===== config.mk =====
export PLATFORM = sky130hd
export DESIGN_NAME = branch_resolve_unit
export DESIGN_NICKNAME = d
export VERILOG_FILES = /design/src/rtl/branch_resolve_unit.sv
export SDC_FILE = /design/constraint.sdc
export NUM_CORES = 1
export LEC_CHECK = 0
export CAP_MARGIN = 20
export CORE_MARGIN = 3
export CORE_UTILIZATION = 40
export CTS_CLUSTER_DIAMETER = 80
export CTS_CLUSTER_SIZE = 25
export DETAILED_ROUTE_END_ITERATION = 8
export HOLD_SLACK_MARGIN = 0.12
export PLACE_DENSITY_LB_ADDON = 0.15
export RECOVER_POWER = 25
export SLEW_MARGIN = 25
export SYNTH_ARGS = -nofsm -noshare
export SYNTH_HDL_FRONTEND = slang
export SYNTH_SLANG_ARGS = --single-unit

===== constraint.sdc =====
create_clock -name clk -period 3.7 [get_ports clk]
set_input_delay 0.555 -clock clk [delete_from_list [all_inputs] [get_ports clk]]
set_output_delay 0.555 -clock clk [all_outputs]
set_load 0.05 [all_outputs]

===== src/rtl/branch_resolve_unit.sv =====
// Branch resolution for the ID stage: decides taken/not-taken from comparator flags,
// stalls for forwarded operands, waits for the delay slot, then pulses a PC redirect.
module branch_resolve_unit #(
  parameter int unsigned CNT_W = 16
) (
  input  logic              clk,
  input  logic              reset,
  input  logic              br_valid,
  input  logic [2:0]        br_type,
  input  logic [31:0]       br_target,
  input  logic              opnd_ready,
  input  logic              equal,
  input  logic              ltz,
  input  logic              eqz,
  input  logic              ds_valid,
  input  logic              flush,
  input  logic              cnt_clr,
  output logic              stall,
  output logic              redirect_valid,
  output logic [31:0]       redirect_pc,
  output logic [CNT_W-1:0]  br_cnt,
  output logic [CNT_W-1:0]  taken_cnt
);

  localparam int unsigned ADDR_W = 32;
  localparam int unsigned TYPE_W = 3;

  localparam logic [TYPE_W-1:0] BR_BEQ  = TYPE_W'(0);
  localparam logic [TYPE_W-1:0] BR_BNE  = TYPE_W'(1);
  localparam logic [TYPE_W-1:0] BR_BLEZ = TYPE_W'(2);
  localparam logic [TYPE_W-1:0] BR_BGTZ = TYPE_W'(3);
  localparam logic [TYPE_W-1:0] BR_BLTZ = TYPE_W'(4);
  localparam logic [TYPE_W-1:0] BR_BGEZ = TYPE_W'(5);

  typedef enum logic [1:0] {
    IDLE      = 2'd0,
    WAIT_OPND = 2'd1,
    WAIT_DS   = 2'd2
  } state_t;

  state_t              state_q, state_d;
  logic [TYPE_W-1:0]   type_q, type_d;
  logic [ADDR_W-1:0]   tgt_q, tgt_d;
  logic                rv_d;
  logic [ADDR_W-1:0]   pc_d;
  logic [CNT_W-1:0]    br_cnt_d, taken_cnt_d;
  logic                eval;
  logic                eval_taken;
  logic [TYPE_W-1:0]   eval_type;
  logic [ADDR_W-1:0]   eval_tgt;
  logic                stall_raw;

  // Taken decision from the live comparator flags; types 6/7 never taken.
  function automatic logic branch_taken(input logic [TYPE_W-1:0] t,
                                        input logic eq, input logic lt, input logic ez);
    logic tk;
    tk = 1'b0;
    case (t)
      BR_BEQ:  tk = eq;
      BR_BNE:  tk = !eq;
      BR_BLEZ: tk = lt | ez;
      BR_BGTZ: tk = !lt & !ez;
      BR_BLTZ: tk = lt;
      BR_BGEZ: tk = !lt;
      default: tk = 1'b0;
    endcase
    return tk;
  endfunction

  // Next-state, datapath and stall decode
  always_comb begin
    state_d     = state_q;
    type_d      = type_q;
    tgt_d       = tgt_q;
    rv_d        = 1'b0;
    pc_d        = redirect_pc;
    br_cnt_d    = br_cnt;
    taken_cnt_d = taken_cnt;
    stall_raw   = 1'b0;
    eval        = 1'b0;
    eval_type   = br_type;
    eval_tgt    = br_target;
    eval_taken  = 1'b0;

    if (flush) begin
      state_d = IDLE;
    end else begin
      case (state_q)
        IDLE: begin
          if (br_valid) begin
            if (opnd_ready) begin
              eval = 1'b1;
            end else begin
              stall_raw = 1'b1;
              type_d    = br_type;
              tgt_d     = br_target;
              state_d   = WAIT_OPND;
            end
          end
        end
        WAIT_OPND: begin
          if (opnd_ready) begin
            eval      = 1'b1;
            eval_type = type_q;
            eval_tgt  = tgt_q;
          end else begin
            stall_raw = 1'b1;
          end
        end
        WAIT_DS: begin
          if (ds_valid) begin
            rv_d    = 1'b1;
            pc_d    = tgt_q;
            state_d = IDLE;
          end
        end
        default: state_d = IDLE;
      endcase
    end

    if (eval) begin
      eval_taken = branch_taken(eval_type, equal, ltz, eqz);
      state_d    = IDLE;
      if (eval_type <= BR_BGEZ && br_cnt != '1)
        br_cnt_d = br_cnt + CNT_W'(1);
      if (eval_taken) begin
        if (taken_cnt != '1)
          taken_cnt_d = taken_cnt + CNT_W'(1);
        tgt_d = eval_tgt;
        if (ds_valid) begin
          rv_d = 1'b1;
          pc_d = eval_tgt;
        end else begin
          state_d = WAIT_DS;
        end
      end
    end

    // Clear beats any same-cycle increment.
    if (cnt_clr) begin
      br_cnt_d    = '0;
      taken_cnt_d = '0;
    end

    stall = stall_raw & reset;
  end

  // State and output registers
  always_ff @(posedge clk or negedge reset) begin
    if (!reset) begin
      state_q        <= IDLE;
      type_q         <= '0;
      tgt_q          <= '0;
      redirect_valid <= 1'b0;
      redirect_pc    <= '0;
      br_cnt         <= '0;
      taken_cnt      <= '0;
    end else begin
      state_q        <= state_d;
      type_q         <= type_d;
      tgt_q          <= tgt_d;
      redirect_valid <= rv_d;
      redirect_pc    <= pc_d;
      br_cnt         <= br_cnt_d;
      taken_cnt      <= taken_cnt_d;
    end
  end

endmodule


# Word-level counts from Yosys, hierarchy flattened
# Cells that the tools add are included.
# totals
register_bits	102
in_bits	45
out_inout_bits	66
wordCells	89
# op_classes
add_sub_neg	2
magnitude_cmp	1
eq_ne	13
n_mux	48
bitwise_logic	4
n_reduce_logical	14
# op_table
cell	n
$mux 32	14
$mux 16	7
$add 16x1->16 const B	2
$ne 16x16->1 const B	2
$mux 2	7
$mux 1	13
$ne 4x4->1 const B	3
$mux 3	3
$reduce_bool 2->1	4
$eq 3x2->1 const B	2
$eq 3x3->1 const B	2
$pmux 1 s6	1
$pmux 2 s3	1
$reduce_and 3->1	2
$pmux 1 s2	2
$reduce_and 4->1	1
$eq 3x1->1 const B	1
$le 3x3->1 const B	1
$logic_not 1->1	3
$logic_not 3->1	1
$ne 3x3->1 const B	1
$and 1x1->1	2
$eq 2x1->1 const B	1
$eq 2x2->1 const B	1
5 further kinds	5

# Longest topological paths before layout
# depth
word_depth	9
mapped_depth	8
ltp_nobuf	7

# Worst setup path before layout
# Ideal clock, no wire load.
# synth_timing
kind	in2reg
start	in opnd_ready
end	reg taken_cnt[6]
setup_time_ns	0.125
t_arrival_ns	2.318
t_required_ns	3.575
slack_ns	1.257
path_stages	7
path_buffers	1
cell_sequence	and4bb_4 -> nor3b_1 -> o32a_4 -> xor2_2 -> buf_2 -> nor4_1 -> mux2_2
# synth_via
elab_chain_len	8
elab_cells_between_ends	18
classes_between	5 x eq/ne; 9 x mux; 4 x reduce/logical
# synth_rtl
item	line_no	source
start: declaration	11	input logic opnd_ready,
$mux 3	102	if (opnd_ready) begin
$mux 3	88	case (state_q)
$mux 3	85	if (flush) begin
$eq 3x3->1, or another cell as far along	58	case (t)
$pmux 1 s6	58	
$mux 1	121	if (eval) begin
$reduce_bool 2->1 (no source line)	--	
$reduce_and 3->1 (no source line) (*)	--	
end signal: assignment	165	taken_cnt <= taken_cnt_d;
end: declaration	22	output logic [CNT_W-1:0] taken_cnt
# Every way passes the cells marked *; elsewhere a longest branch is shown, timed or not. The select of a mux whose other input is x is not followed.
# A chain may end at the register's enable or synchronous reset.

# Final worst setup path
# layout_timing
start	in flush
end	out stall
# layout_via
elab_chain_len	2
# layout_rtl
item	line_no	source
start: declaration	16	input logic flush,
$mux 1	85	
$and 1x1->1	145	stall = stall_raw & reset;
end: declaration	18	output logic stall,
# Every way passes these cells.

==> results.yml <==
sta:
  min_period_ps: 3130
  clock_skew_ps: 4.93
  setup_violations: 0
  worst_slew_pin_slew_ps: 1420
  hold-worst-slack_ps: 369
  maxSlewViolCount: 0
  hold_viol: 0
  grt_setup_unrepaired: "no"
  timing.fmax_mhz: 319
  finalCritPeriodShare_pct: 84.6
  fin_setup_tns_ps: 0
  relSlewSlack_pct: 5.55
cells_and_area:
  multiInputGateArea_sq_um: 2160
  syn2layout_area_growth_pct: 33.4
  finalInstanceArea_sq_um: 6430
  ff_latch_area_sq_um: 2550
  antennaDiodeCount: 0
  layout.nets: 573
  drive_above_1_share_pct: 13.7
  n_fill_cell: 1024
detailed_routing:
  drtPass1Iterations: 4
  vias: 3818
  wl_per_cell_um: 17.9
  antenna_left: 0
  routed_wl_mm: 12.1
  dr.first_iter.drc_count: 197
  wl_met1_mm: 5.37
  dr.max_layer_used: "met4"
  drc_errors: 0
  wl_met3_um: 699
  viasPerCell: 5.66
  met2_length_mm: 5.87
logic_synthesis:
  yosys_warnings: 0
  synth_edf_count: 0
  synth-seq-cells: 102
  post_synth_num_cell_types: 41
  yosys.area.top_type: "dfrtp_1"
  syn-mean-instance-area_sq_um: 11.5
  synth_nets: 466
  yosys.area.top_type_share_pct: 52.9
  ys.flop_type: "dfrtp_1"
  async_reset_ff_share_pct: 100
  synth_area_leaders: "dfrtp_1, mux2_2, a221o_1"
  synth_common_cells: "dfrtp_1, mux2_2, a21boi_0, a221o_1, nor2_1"
  synth.most_common_cell: "dfrtp_1"
  syn_area_sq_um: 4820
  ys_seq_area_share_pct: 52.9
  synth_cells: 419
setup_path:
  end_kind: "output port"
  path_class: "in -> out"
  worst-path-max-fanout: 5
  critPathLaunchType: "input port"
  arrival_ps: 2580
  worstPathRequired_ps: 3140
grt:
  grt_pass1_vias: 3842
  antenna_found_initial: 0
  track_usage_pct: 18.5
  grt-ovfl-total: 0
  grt_start_max_net_pins: 58
  grt_pass1_wl_mm: 19.7
status:
  outcome: "finished, final reports clean"
floorplan:
  die-area_sq_um: 13400
  die_x_um: 116
  ios: 111
  coreArea_sq_um: 11600
  die_h_um: 116
  initial_core_util_pct: 41.5
  num_rows: 39
clock_network:
  cts_buffers: 9
  path_clk_slew_ps: 70
  cts.sinks: 102
  h-tree-depth: 3
  clock_latency_ps: 340
  cts-root-buf: "clkbuf_16"
  cts_setup_buffers: 0
  clock_path_buffers: 2
  cts_tree: "yes"
  cts_resized: 0
  cts_hold_buf: 0
pwr:
  power_mw: 3.88
  irDropWorstVdd_v: 0.000347
  power_density_nw_per_um2: 603
  p_leak_nw: 2.59
job:
  drv_cap: 0
placement:
  placed_area_sq_um: 6120
  place_congestion: 0.816
  hpwl_mm: 8.12
  port_buffers: 110
hold_path:
  min_path_type: "in -> async"
==> report_power, final <==
part	switching [mW]	internal, mW	total [mW]
Clock	0.426	0.597	1.02
Sequential	0.151	1.37	1.52
Combinational	0.789	0.544	1.33
Total	1.37	2.51	3.88
==> metal layers <==
layer	vias up	GRT usage, %
li1	1786	-
met1	1904	24.3
met2	119	30.8
met3	9	4.39
met4	0	5.26
met5	-	0
==> worst max-delay path, stage by stage <==
cell             delay, ps
dlygate4sd3_1          610
nor3_1                 290
o21a_1                 190
and2_1                 120
clkdlybuf4s50_1        790
==> final timing paths <==
path,from,to,slack [ps],depth (start not counted)
max,flush,stall,570,5
min reg2reg,tgt_q[20]$_DFF_PN0_,tgt_q[20]$_DFF_PN0_,500,1
max reg2reg,state_q[0]$_DFFE_PN0P_,redirect_pc[14]$_DFF_PN0_,1100,8
min in group clk,tgt_q[20]$_DFF_PN0_,tgt_q[20]$_DFF_PN0_,500,1
min,reset,br_cnt[4]$_DFFE_PN0P_,370,2
max in group asynchronous,reset,taken_cnt[12]$_DFFE_PN0P_,1530,3
==> stage by stage <==
step,util (%),worst slack [ps],std cells
6_report,55.4,570,674
5_1_grt,55.4,489,674
4_1_cts,55.5,698,674
3_5_place_dp,52.7,446,658
3_3_place_gp,52.7,513,658
2_1_floorplan,-,1260,419
==> cells in the final DEF (no fill, tap or decap), drive strengths merged, types with 2 or more instances in the layout <==
master and n:
clkdlybuf4s50 108, dfrtp 102, mux2 40, a21boi 32, a221o 32, nor2 27, nand3 18, nand2 17
a21oi 14, xor2 13, nand4 12, buf 11, clkbuf 11, o31ai 9, or4 9, nor2b 8
inv 7, nor3 6, and3 6, nor4 6, or3 4, nor3b 4, o21ai 4, xnor2 3
o21a 3, and4 3, mux2i 3, clkinv 3, and2 2, ha 2, bufinv 2
==> state kept, by name, summed over array words and instances (netlist names) <==
name,cells
redirect_valid,1
type_q,3
tgt_q,32
taken_cnt,16
br_cnt,16
redirect_pc,32
state_q,2
==> cell type report <==
| cell class | count | share of cell area, % |
|---|---|---|
| flip-flops and latches | 102 | 39.7 |
| well taps | 143 | 2.78 |
| repair buffers | 122 | 18.6 |
| clock buffers | 9 | 3.50 |
| clock inverters | 7 | 1.52 |
| multi-input cells | 285 | 33.6 |
| inverters | 6 | 0.350 |
==> kinds of logic after synthesis <==
logic type | count (synthesis) | synth area share (%)
and+or+nand+nor | 125 | 14.2
DFF | 102 | 52.9
AOI/OAI and AO/OA | 99 | 16.5
muxes | 43 | 9.96
buffers and inverters | 32 | 2.88
xor gates and xnor gates | 16 | 3.06
adders and majority gates | 2 | 0.519
No activity file was read; power rests on OpenSTA's default activity.
